<file path="src/rtl/pipe_credit_fifo.sv">
// Credit-gated receive FIFO behind a fixed-latency delay pipeline.
// Issue is permitted only while an unreserved FIFO slot exists, so pipeline output always has a home.
module pipe_credit_fifo #(
  parameter int unsigned DW    = 8,
  parameter int unsigned DEPTH = 8
) (
  input  logic                     clk,
  input  logic                     rst_n,
  input  logic                     issue_valid,
  output logic                     issue_ready,
  input  logic                     pipe_valid,
  input  logic [DW-1:0]            pipe_data,
  output logic                     m_valid,
  input  logic                     m_ready,
  output logic [DW-1:0]            m_data,
  output logic [$clog2(DEPTH):0]   count,
  output logic [$clog2(DEPTH):0]   credits,
  output logic                     overflow
);

  localparam int unsigned AW = $clog2(DEPTH);
  localparam int unsigned CW = AW + 1;

  logic [AW:0]    wr_ptr_q, wr_ptr_d;
  logic [AW:0]    rd_ptr_q, rd_ptr_d;
  logic [CW-1:0]  credits_q, credits_d;
  logic           overflow_q, overflow_d;
  logic [DW-1:0]  mem_q [DEPTH];
  logic [DW-1:0]  mem_d [DEPTH];

  logic empty_c, full_c, issue_fire_c, pop_fire_c, wr_fire_c;

  // Pointer status and handshake qualification
  always_comb begin
    empty_c      = (wr_ptr_q == rd_ptr_q);
    full_c       = (wr_ptr_q[AW-1:0] == rd_ptr_q[AW-1:0]) && (wr_ptr_q[AW] != rd_ptr_q[AW]);
    issue_fire_c = issue_valid && (credits_q != '0);
    pop_fire_c   = !empty_c && m_ready;
    // A full FIFO still accepts a write when the head leaves in the same cycle
    wr_fire_c    = pipe_valid && (!full_c || pop_fire_c);
  end

  // Next-state for storage, pointers, credits and sticky overflow
  always_comb begin
    mem_d      = mem_q;
    wr_ptr_d   = wr_ptr_q;
    rd_ptr_d   = rd_ptr_q;
    credits_d  = credits_q;
    overflow_d = overflow_q;

    if (wr_fire_c) begin
      mem_d[wr_ptr_q[AW-1:0]] = pipe_data;
      wr_ptr_d                = wr_ptr_q + CW'(1);
    end
    if (pop_fire_c) begin
      rd_ptr_d = rd_ptr_q + CW'(1);
    end
    if (pipe_valid && full_c && !pop_fire_c) begin
      overflow_d = 1'b1;
    end

    if (issue_fire_c && !pop_fire_c) begin
      credits_d = credits_q - CW'(1);
    end else if (pop_fire_c && !issue_fire_c && (credits_q != CW'(DEPTH))) begin
      credits_d = credits_q + CW'(1);
    end
  end

  always_ff @(posedge clk or negedge rst_n) begin
    if (!rst_n) begin
      wr_ptr_q   <= '0;
      rd_ptr_q   <= '0;
      credits_q  <= CW'(DEPTH);
      overflow_q <= 1'b0;
      for (int unsigned i = 0; i < DEPTH; i++) begin
        mem_q[i] <= '0;
      end
    end else begin
      wr_ptr_q   <= wr_ptr_d;
      rd_ptr_q   <= rd_ptr_d;
      credits_q  <= credits_d;
      overflow_q <= overflow_d;
      mem_q      <= mem_d;
    end
  end

  // Outputs are decoded purely from registered state; head reads as zero when empty
  always_comb begin
    issue_ready = (credits_q != '0);
    m_valid     = !empty_c;
    m_data      = empty_c ? '0 : mem_q[rd_ptr_q[AW-1:0]];
    count       = wr_ptr_q - rd_ptr_q;
    credits     = credits_q;
    overflow    = overflow_q;
  end

endmodule

</file>
<file path="config.mk">
export PLATFORM = sky130hd
export DESIGN_NAME = pipe_credit_fifo
export DESIGN_NICKNAME = d
export VERILOG_FILES = /design/src/rtl/pipe_credit_fifo.sv
export SDC_FILE = /design/constraint.sdc
export NUM_CORES = 1
export LEC_CHECK = 0
export ABC_AREA = 1
export CORE_ASPECT_RATIO = 1.75
export CORE_MARGIN = 10
export CORE_UTILIZATION = 62
export DETAILED_ROUTE_END_ITERATION = 6
export GPL_ROUTABILITY_DRIVEN = 0
export PLACE_DENSITY = 0.9
export SYNTH_ARGS = -nofsm -noshare
export SYNTH_HDL_FRONTEND = slang
export SYNTH_SLANG_ARGS = --single-unit
</file>
<file path="constraint.sdc">
create_clock -name clk -period 6.8 [get_ports clk]
set_input_delay 1.36 -clock clk [delete_from_list [all_inputs] [get_ports clk]]
set_output_delay 1.36 -clock clk [all_outputs]
set_load 0.03 [all_outputs]
</file>
==> results of run 1 <==
==> per-layer routing <==
layer | part of all wire | vias to the layer above
met5 | 0 | -
met4 | 0.066 | 0
met3 | 0.067 | 46
met2 | 0.50 | 156
met1 | 0.36 | 1491
li1 | - | 1487
==> power by group <==
group | internal [mW] | switching (mW) | total [mW]
sequential | 0.669 | 0.169 | 0.838
combinational | 0.513 | 0.886 | 1.40
clock | 0.226 | 0.166 | 0.391
==> critical path: cells and delay by family, from the launching register on <==
kind	cells	cell delay, ns
AOI/OAI and AO/OA	2	0.32
adders and majority gates	1	0.42
buffers and inverters	2	1.15
DFF	1	0.73
and+or+nand+nor	3	0.33
==> cell usage in the layout (no fill, tap or decap) <==
master                            Yosys  routed
sky130_fd_sc_hd__nand4_1              1       1
sky130_fd_sc_hd__nand2_4              1       1
sky130_fd_sc_hd__nand2_1             87      87
sky130_fd_sc_hd__nor2_4               1       1
sky130_fd_sc_hd__clkbuf_8             0      11
sky130_fd_sc_hd__a21oi_1              3       3
sky130_fd_sc_hd__o21bai_1             1       1
sky130_fd_sc_hd__o21ai_2             12      12
sky130_fd_sc_hd__dfrtp_1             76      76
sky130_fd_sc_hd__a31oi_1              8       8
sky130_fd_sc_hd__nand4_2              1       1
sky130_fd_sc_hd__inv_1               24      24
sky130_fd_sc_hd__clkinv_2             0       2
sky130_fd_sc_hd__ha_1                 6       6
sky130_fd_sc_hd__inv_4                1       1
sky130_fd_sc_hd__xnor2_1              1       1
sky130_fd_sc_hd__dfstp_2              1       1
sky130_fd_sc_hd__o21ai_0             52      52
sky130_fd_sc_hd__inv_2                3       3
sky130_fd_sc_hd__nand3_1              6       6
sky130_fd_sc_hd__o21ai_1             44      44
sky130_fd_sc_hd__clkdlybuf4s50_1      0      30
sky130_fd_sc_hd__buf_4                0       2
sky130_fd_sc_hd__nand4_4              8       8
sky130_fd_sc_hd__xor2_1               9       9
sky130_fd_sc_hd__fa_1                 1       1
sky130_fd_sc_hd__nor2_1              50      50
sky130_fd_sc_hd__bufinv_16            0       2
sky130_fd_sc_hd__clkbuf_1             8       1
sky130_fd_sc_hd__o22ai_1              8       8
sky130_fd_sc_hd__nand2_2              5       5
==> Yosys cell counts, drive strengths merged <==
cell type	number
o21ai	108
o21bai	1
clkbuf	8
buf	12
fa	1
dfrtp	76
nand4	10
inv	28
a21oi	3
ha	6
nor2	51
dfstp	1
nand2	93
nand3	6
o22ai	8
xnor2	1
xor2	9
a31oi	8
==> cell type report <==
| class | count | area [um2] |
|---|---|---|
| clock buffer | 12 | 155.1 |
| tap | 80 | 100.1 |
| timing repair buffer | 32 | 315.3 |
| fill | 449 | 1779 |
| sequential | 77 | 1928 |
| clock inverter | 4 | 70.07 |
| multi-input combinational | 305 | 1678 |
| inverter | 28 | 107.6 |
==> metrics by stage <==
stage / utilization / total power, mW / cells / setup slack [ns]
finish: 0.7099 / 2.628 / 538 / 2.112
global placement: 0.6732 / 2.170 / 522 / 2.613
floorplan: - / 1.787 / 430 / 3.154
global route: 0.7099 / 2.811 / 538 / 1.907
detailed placement: 0.6732 / 2.222 / 522 / 2.560
CTS: 0.7099 / 2.631 / 538 / 2.150
==> flip-flops by register name, indices dropped and copies added, names as in the netlist <==
name	cells
rd_ptr_q	4
overflow	1
mem_q	64
credits	4
wr_ptr_q	4
==> worst min path at each step <==
stage	from	to
6_report	mem_q[19]$_DFFE_PN0P_	mem_q[19]$_DFFE_PN0P_
5_1_grt	mem_q[54]$_DFFE_PN0P_	mem_q[54]$_DFFE_PN0P_
4_1_cts	overflow$_DFFE_PN0P_	overflow$_DFFE_PN0P_
3_5_place_dp	overflow$_DFFE_PN0P_	overflow$_DFFE_PN0P_
3_3_place_gp	overflow$_DFFE_PN0P_	overflow$_DFFE_PN0P_
2_1_floorplan	mem_q[10]$_DFFE_PN0P_	mem_q[10]$_DFFE_PN0P_
==> logic make-up after synthesis <==
family / Yosys count / share of synthesized area
compound gates: 128 / 0.1819
xor+xnor: 10 / 0.02250
fa+ha+maj: 7 / 0.02443
buf+inv: 48 / 0.07361
flops: 77 / 0.4953
simple gates: 160 / 0.2022
==> flow_summary.html, run 1 <==
<table>
<tr><th>Metric</th><th>Value</th></tr>
<tr><th colspan="2">Die</th></tr>
<tr><td>Full die area</td><td>9972 um2</td></tr>
<tr><td>Horizontal die dimension</td><td>around 80 um</td></tr>
<tr><td>Vertical die dimension</td><td>~120 um</td></tr>
<tr><td>Core Region</td><td>just over 6000 um2</td></tr>
<tr><td>Site Rows</td><td>38</td></tr>
<tr><td>Starting density of the core</td><td>0.6346</td></tr>
<tr><td>Number of top-level pins</td><td>32</td></tr>
<tr><th colspan="2">Detailed routing</th></tr>
<tr><td>Post-route DRC</td><td>0</td></tr>
<tr><td>Overall via count from detail_route</td><td>between 3k and 4k</td></tr>
<tr><td>First-pass DRT Iterations</td><td>5</td></tr>
<tr><td>Iter 0 DRT Violations</td><td>approximately 290</td></tr>
<tr><td>Per-cell via count in the routed design</td><td>just under 6</td></tr>
<tr><td>Routed wire length per instance</td><td>17.60 um</td></tr>
<tr><td>Detailed Route WL</td><td>approximately 9500 um</td></tr>
<tr><td>Number of nets still failing antenna checks after routing</td><td>0</td></tr>
<tr><th colspan="2">Global route</th></tr>
<tr><td>Sum of overflow across all layers after global routing</td><td>0</td></tr>
<tr><td>GRT busiest layer</td><td>met2</td></tr>
<tr><td>Global-route wire length before repair</td><td>roughly 16000 um</td></tr>
<tr><td>Routing usage on met1</td><td>0.2200</td></tr>
<tr><td>Overall Global Routing Usage</td><td>0.2029</td></tr>
<tr><td>GR met2 Demand/Resource</td><td>0.3270</td></tr>
<tr><td>Largest net degree at the start of global routing</td><td>78</td></tr>
<tr><td>Global routing met3 resource utilization</td><td>0.05636</td></tr>
<tr><td>Number of antenna violations at the first check in global routing</td><td>0</td></tr>
<tr><td>Vias in the first global route</td><td>3285</td></tr>
<tr><th colspan="2">Setup path</th></tr>
<tr><td>Kind of end point of the critical path</td><td>output port</td></tr>
<tr><td>Biggest cell delay along the critical path</td><td>between 0.7 and 0.8 ns</td></tr>
<tr><td>Most used cell along the critical path</td><td>sky130_fd_sc_hd__nand2_2</td></tr>
<tr><td>Required time of the worst setup path</td><td>5.44 ns</td></tr>
<tr><td>Max Fanout on Critical Path</td><td>20</td></tr>
<tr><td>Data arrival time of the worst path</td><td>3.33 ns</td></tr>
<tr><td>Standard cell with the maximum stage delay on the critical path</td><td>sky130_fd_sc_hd__dfrtp_1</td></tr>
<tr><td>RR Startpoint</td><td>rd_ptr_q[1]$_DFFE_PN0P_</td></tr>
<tr><td>CP Capture Point</td><td>m_data[3]</td></tr>
<tr><td>Cell-by-cell listing of the critical path</td><td>inv_1 &gt; ha_1 &gt; nand2_2 &gt; nor2_4 &gt; nand2_2 &gt; o21ai_0 &gt; a31oi_1 &gt; clkdlybuf4s50_1</td></tr>
<tr><td>Launch point of the critical path</td><td>rd_ptr_q[1]$_DFFE_PN0P_</td></tr>
<tr><td>Capture instance of the worst register-to-register path</td><td>credits[2]$_DFFE_PN0P_</td></tr>
<tr><td>Depth of the most critical reg-to-reg path</td><td>17</td></tr>
<tr><td>Kind of critical path</td><td>flip-flop to output port</td></tr>
<tr><td>Critical path startpoint category</td><td>flip-flop</td></tr>
<tr><td>Flop2flop setup slack</td><td>roughly 3.7 ns</td></tr>
<tr><th colspan="2">Final layout</th></tr>
<tr><td>Ant. Diodes</td><td>0</td></tr>
<tr><td>Area of all placed cells without fillers</td><td>between 4000 and 5000 um2</td></tr>
<tr><td>Share of cells above drive strength 1</td><td>0.1092</td></tr>
<tr><td>Total Nets Final</td><td>between 400 and 500</td></tr>
<tr><td>Area grow syn2layout</td><td>11.86%</td></tr>
<tr><th colspan="2">Synthesis</th></tr>
<tr><td>Number of distinct library cell variants in the gate-level netlist after synthesis</td><td>30</td></tr>
<tr><td>Top post-synthesis cells by area</td><td>sky130_fd_sc_hd__dfrtp_1, sky130_fd_sc_hd__nand2_1, sky130_fd_sc_hd__o21ai_0, sky130_fd_sc_hd__o21ai_1, sky130_fd_sc_hd__nor2_1</td></tr>
<tr><td>Average cell area after synthesis</td><td>9.052 um2</td></tr>
<tr><td>Syn. warnings</td><td>0</td></tr>
<tr><td>Top cell type's share of synthesized area</td><td>0.4886</td></tr>
<tr><td>Cell count after synthesis</td><td>between 400 and 500</td></tr>
<tr><td>Nets in the synthesized netlist</td><td>between 400 and 500</td></tr>
<tr><td>Top cell type by total area after synthesis</td><td>sky130_fd_sc_hd__dfrtp_1</td></tr>
<tr><td>Post-synth design cell area</td><td>3892 um2</td></tr>
<tr><td>Share of the yosys chip area belonging to registers</td><td>0.4953</td></tr>
<tr><td>Number of synthesized register bits</td><td>slightly below 80</td></tr>
<tr><th colspan="2">Clocking</th></tr>
<tr><td># hold bufs at CTS</td><td>0</td></tr>
<tr><td>Number of gates resized after CTS</td><td>0</td></tr>
<tr><td>Master cell of the clock root buffer</td><td>sky130_fd_sc_hd__clkbuf_8</td></tr>
<tr><td>Worst-path clk slew</td><td>~0.08 ns</td></tr>
<tr><td>Clock tree from TritonCTS</td><td>done</td></tr>
<tr><td>Setup Fix Bufs, Post-CTS</td><td>0</td></tr>
<tr><td>Later-pin clock latency in the skew report</td><td>roughly 0.36 ns</td></tr>
<tr><td>Clock Sink Count</td><td>77</td></tr>
<tr><td>Cts bufs inserted</td><td>9</td></tr>
<tr><td>Maximum count of clock buffers along a single path</td><td>2</td></tr>
<tr><td>CTS HTree Levels</td><td>3</td></tr>
<tr><th colspan="2">Power</th></tr>
<tr><td>PwrDens</td><td>603.6 nW/um2</td></tr>
<tr><td>Leakage dissipation</td><td>between 1.5 and 2 nW</td></tr>
<tr><td>Worst IR drop on VDD</td><td>between 0.0004 and 0.0005 V</td></tr>
<tr><th colspan="2">Timing</th></tr>
<tr><td>Worst hold slack across all endpoints</td><td>0.4875 ns</td></tr>
<tr><td>Relative max-transition margin</td><td>0.3529</td></tr>
<tr><td>Unrepaired setup endpoints after global routing</td><td>false</td></tr>
<tr><td>Slew of the pin with the lowest slew margin</td><td>between 0.9 and 1 ns</td></tr>
<tr><td>Pins over their slew limit</td><td>0</td></tr>
<tr><td>Final setup skew</td><td>0.009060 ns</td></tr>
<tr><td>Final period utilization</td><td>0.6895</td></tr>
<tr><td>Fin. Hold Viols</td><td>0</td></tr>
<tr><td>Max frequency</td><td>213.3 MHz</td></tr>
<tr><td>Final critical delay including setup and external delays</td><td>approximately 4.7 ns</td></tr>
<tr><td>Setup TNS</td><td>0 ns</td></tr>
<tr><td>Setup violation total in the final timing report</td><td>0</td></tr>
<tr><th colspan="2">Placement</th></tr>
<tr><td>Instance area after placement</td><td>4129 um2</td></tr>
<tr><td>Port-buffer cells</td><td>31</td></tr>
<tr><td>Final HPWL DP</td><td>about 6300 um</td></tr>
<tr><th colspan="2">Job</th></tr>
<tr><td>Maxcap violations</td><td>0</td></tr>
<tr><th colspan="2">Worst hold path</th></tr>
<tr><td>Worst min-delay path category</td><td>flip-flop to flip-flop</td></tr>
<tr><td>Hold path cells</td><td>2</td></tr>
<tr><th colspan="2">Run status</th></tr>
<tr><td>Outcome</td><td>finished, final reports clean</td></tr>
</table>
No activity file was read; power rests on OpenSTA's default activity.
==> inputs of run 2 (changes only) <==
--- a/config.mk
+++ b/config.mk
@@ -8,10 +8,10 @@
 export ABC_AREA = 1
 export CORE_ASPECT_RATIO = 1.75
 export CORE_MARGIN = 10
-export CORE_UTILIZATION = 62
+export CORE_UTILIZATION = 52
 export DETAILED_ROUTE_END_ITERATION = 6
 export GPL_ROUTABILITY_DRIVEN = 0
-export PLACE_DENSITY = 0.9
+export PLACE_DENSITY = 0.81
 export SYNTH_ARGS = -nofsm -noshare
 export SYNTH_HDL_FRONTEND = slang
 export SYNTH_SLANG_ARGS = --single-unit
==> constraint.sdc (replaced) <==
create_clock -name clk -period 3.99 [get_ports clk]
set_input_delay 0.798 -clock clk [delete_from_list [all_inputs] [get_ports clk]]
set_output_delay 0.798 -clock clk [all_outputs]
set_load 0.03 [all_outputs]
==> run 2 against run 1 <==
- clock power rose by 130%
- sequential power rose by 68%
- sequential cell count did not move
- final area rose by 3.4%
- global-route usage fell by 3.3 points
- sequential share of layout area fell by 1.4 points
- worst hold slack got worse by 0.0072 ns
- highest routed layer unchanged
==> flow_summary.html, run 2 (synthesized netlist as in run 1, its figures left out) <==
<table>
<tr><th>Metric</th><th>Value</th></tr>
<tr><th colspan="2">Setup path</th></tr>
<tr><td>Depth of the most critical reg-to-reg path</td><td>17</td></tr>
<tr><td>Required time of the worst setup path</td><td>~3.2 ns</td></tr>
<tr><td>Cell-by-cell listing of the critical path</td><td>inv_2 &gt; ha_1 &gt; inv_1 &gt; nor2_4 &gt; nand2_2 &gt; o21ai_0 &gt; a31oi_1 &gt; clkdlybuf4s50_1</td></tr>
<tr><td>Max Fanout on Critical Path</td><td>10</td></tr>
<tr><td>Data arrival time of the worst path</td><td>roughly 2.9 ns</td></tr>
<tr><td>Biggest cell delay along the critical path</td><td>slightly above 0.7 ns</td></tr>
<tr><td>Critical path startpoint category</td><td>flip-flop</td></tr>
<tr><td>Kind of critical path</td><td>flip-flop to output port</td></tr>
<tr><td>Standard cell with the maximum stage delay on the critical path</td><td>sky130_fd_sc_hd__clkdlybuf4s50_1</td></tr>
<tr><td>Kind of end point of the critical path</td><td>output port</td></tr>
<tr><th colspan="2">Job</th></tr>
<tr><td>Maxcap violations</td><td>0</td></tr>
<tr><th colspan="2">Clocking</th></tr>
<tr><td>Maximum count of clock buffers along a single path</td><td>2</td></tr>
<tr><td>Clock tree from TritonCTS</td><td>done</td></tr>
<tr><td>CTS HTree Levels</td><td>3</td></tr>
<tr><td>Setup Fix Bufs, Post-CTS</td><td>0</td></tr>
<tr><td>Worst-path clk slew</td><td>0.06 ns</td></tr>
<tr><td>Clock Sink Count</td><td>77</td></tr>
<tr><td>Cts bufs inserted</td><td>9</td></tr>
<tr><td># hold bufs at CTS</td><td>0</td></tr>
<tr><td>Master cell of the clock root buffer</td><td>sky130_fd_sc_hd__clkbuf_16</td></tr>
<tr><td>Number of gates resized after CTS</td><td>0</td></tr>
<tr><td>Later-pin clock latency in the skew report</td><td>between 0.3 and 0.4 ns</td></tr>
<tr><th colspan="2">Final layout</th></tr>
<tr><td>Cell Count, Final, Fillers Out</td><td>roughly 550</td></tr>
<tr><td>Area of all placed cells without fillers</td><td>around 4500 um2</td></tr>
<tr><td>Ant. Diodes</td><td>0</td></tr>
<tr><td>Share of the core filled with cells in the final layout</td><td>0.6222</td></tr>
<tr><td>Total Nets Final</td><td>about 480</td></tr>
<tr><td>Share of cells above drive strength 1</td><td>0.1188</td></tr>
<tr><td>Commonest cells after routing, fill and taps aside</td><td>sky130_fd_sc_hd__nand2_1, sky130_fd_sc_hd__dfrtp_1, sky130_fd_sc_hd__o21ai_0</td></tr>
<tr><td>Top reg by flops</td><td>mem_q</td></tr>
<tr><td>Most common cell after layout, fill and taps aside</td><td>sky130_fd_sc_hd__nand2_1</td></tr>
<tr><td>Largest register FFs</td><td>64</td></tr>
<tr><td>Area grow syn2layout</td><td>15.62%</td></tr>
<tr><th colspan="2">Detailed routing</th></tr>
<tr><td>Routed wire length per instance</td><td>around 17 um</td></tr>
<tr><td>First-pass DRT Iterations</td><td>5</td></tr>
<tr><td>Iter 0 DRT Violations</td><td>253</td></tr>
<tr><td>Detailed Route WL</td><td>a little over 9000 um</td></tr>
<tr><td>Per-cell via count in the routed design</td><td>about 5.8</td></tr>
<tr><td>Overall via count from detail_route</td><td>about 3.2k</td></tr>
<tr><td>Post-route DRC</td><td>0</td></tr>
<tr><td>Number of nets still failing antenna checks after routing</td><td>0</td></tr>
<tr><th colspan="2">Power</th></tr>
<tr><td>Leakage dissipation</td><td>approximately 2.1 nW</td></tr>
<tr><td>PwrDens</td><td>roughly 1100 nW/um2</td></tr>
<tr><td>Total power after layout</td><td>~4.7 mW</td></tr>
<tr><td>Worst IR drop on VDD</td><td>between 0.0007 and 0.0008 V</td></tr>
<tr><th colspan="2">Global route</th></tr>
<tr><td>Number of antenna violations at the first check in global routing</td><td>0</td></tr>
<tr><td>Global-route wire length before repair</td><td>about 16000 um</td></tr>
<tr><td>Overall Global Routing Usage</td><td>0.1699</td></tr>
<tr><td>Sum of overflow across all layers after global routing</td><td>0</td></tr>
<tr><td>Vias in the first global route</td><td>3204</td></tr>
<tr><td>Largest net degree at the start of global routing</td><td>78</td></tr>
<tr><th colspan="2">Timing</th></tr>
<tr><td>Fin. Hold Viols</td><td>0</td></tr>
<tr><td>Final setup skew</td><td>0.007691 ns</td></tr>
<tr><td>Slew of the pin with the lowest slew margin</td><td>between 0.9 and 1 ns</td></tr>
<tr><td>Unrepaired setup endpoints after global routing</td><td>false</td></tr>
<tr><td>Setup TNS</td><td>0 ns</td></tr>
<tr><td>Final period utilization</td><td>0.9213</td></tr>
<tr><td>Setup violation total in the final timing report</td><td>0</td></tr>
<tr><td>Final critical delay including setup and external delays</td><td>3.676 ns</td></tr>
<tr><td>Pins over their slew limit</td><td>0</td></tr>
<tr><td>Max frequency</td><td>272.0 MHz</td></tr>
<tr><td>Relative max-transition margin</td><td>0.3601</td></tr>
<tr><th colspan="2">Die</th></tr>
<tr><td>Horizontal die dimension</td><td>about 85 um</td></tr>
<tr><td>Starting density of the core</td><td>0.5381</td></tr>
<tr><td>Site Rows</td><td>41</td></tr>
<tr><td>Number of top-level pins</td><td>32</td></tr>
<tr><td>Vertical die dimension</td><td>about 130 um</td></tr>
<tr><td>Core Region</td><td>7233 um2</td></tr>
<tr><td>Full die area</td><td>11480 um2</td></tr>
<tr><th colspan="2">Worst hold path</th></tr>
<tr><td>Worst min-delay path category</td><td>flip-flop to flip-flop</td></tr>
<tr><td>Hold path cells</td><td>2</td></tr>
<tr><th colspan="2">Placement</th></tr>
<tr><td>Port-buffer cells</td><td>31</td></tr>
<tr><td>Number of instances in the placed design</td><td>533</td></tr>
<tr><td>Instance area after placement</td><td>around 4200 um2</td></tr>
<tr><td>Final HPWL DP</td><td>around 6400 um</td></tr>
<tr><th colspan="2">Run status</th></tr>
<tr><td>Outcome</td><td>finished, final reports clean</td></tr>
</table>
[run 2: changes by cell type in the layout (fill, tap and decap cells not counted), sizes merged]
cell	before	now
buf	2	7
[run 2: per-layer routing]
layer,GRT usage,share of wire,wire [um],vias up
met4,0.1020,0.050,469,0
li1,-,-,-,1502
met3,0.04458,0.046,426,33
met5,0,0,0,-
met2,0.2897,0.52,4865,100
met1,0.1813,0.38,3591,1551
[run 2: stage by stage]
step / setup slack, ns / hold WS [ns]
final: 0.3139 / 0.4803
after global routing: 0.1158 / 0.5030
after CTS: 0.3175 / 0.4812
after detailed placement: 0.6773 / 0.4677
after global placement: 0.7572 / 0.4614
after floorplan: 0.9059 / 0.4478
[run 2: path summary, 6_finish.rpt]
| path | startpoint | to | slack, ns |
|---|---|---|---|
| setup / recovery | wr_ptr_q[0]$_DFFE_PN0P_ | m_data[4] | 0.31 |
| hold / removal | mem_q[54]$_DFFE_PN0P_ | mem_q[54]$_DFFE_PN0P_ | 0.48 |
| min in group asynchronous | rst_n | mem_q[3]$_DFFE_PN0P_ | 0.60 |
| max in group asynchronous | rst_n | mem_q[15]$_DFFE_PN0P_ | 2.75 |
| hold reg to reg | mem_q[54]$_DFFE_PN0P_ | mem_q[54]$_DFFE_PN0P_ | 0.48 |
| setup reg to reg | wr_ptr_q[0]$_DFFE_PN0P_ | credits[2]$_DFFE_PN0P_ | 1.40 |
[run 2: where the power goes]
| part | switching (mW) | internal, mW |
|---|---|---|
| logic | 1.53 | 0.905 |
| clock network | 0.305 | 0.579 |
| registers | 0.263 | 1.14 |
[run 2: critical path: cells and delay by family, from the launching register on]
family                   cells  cell delay (ns)
buffers and inverters        3             1.04
AND/OR/NAND/NOR              2             0.24
AO/OA/AOI/OAI                2             0.34
adder cells (fa/ha/maj)      1             0.33
flip-flops                   1             0.60
[run 2: final cells by class]
class                           instances  area (um2)
Clock buffer                           12       256.5
Clock inverter                          4       70.07
Fill cell                             591        2733
Inverter                               28       107.6
Multi-Input combinational cell        305        1678
Sequential cell                        77        1928
Tap cell                               86       107.6
Timing Repair Buffer                   37       352.8
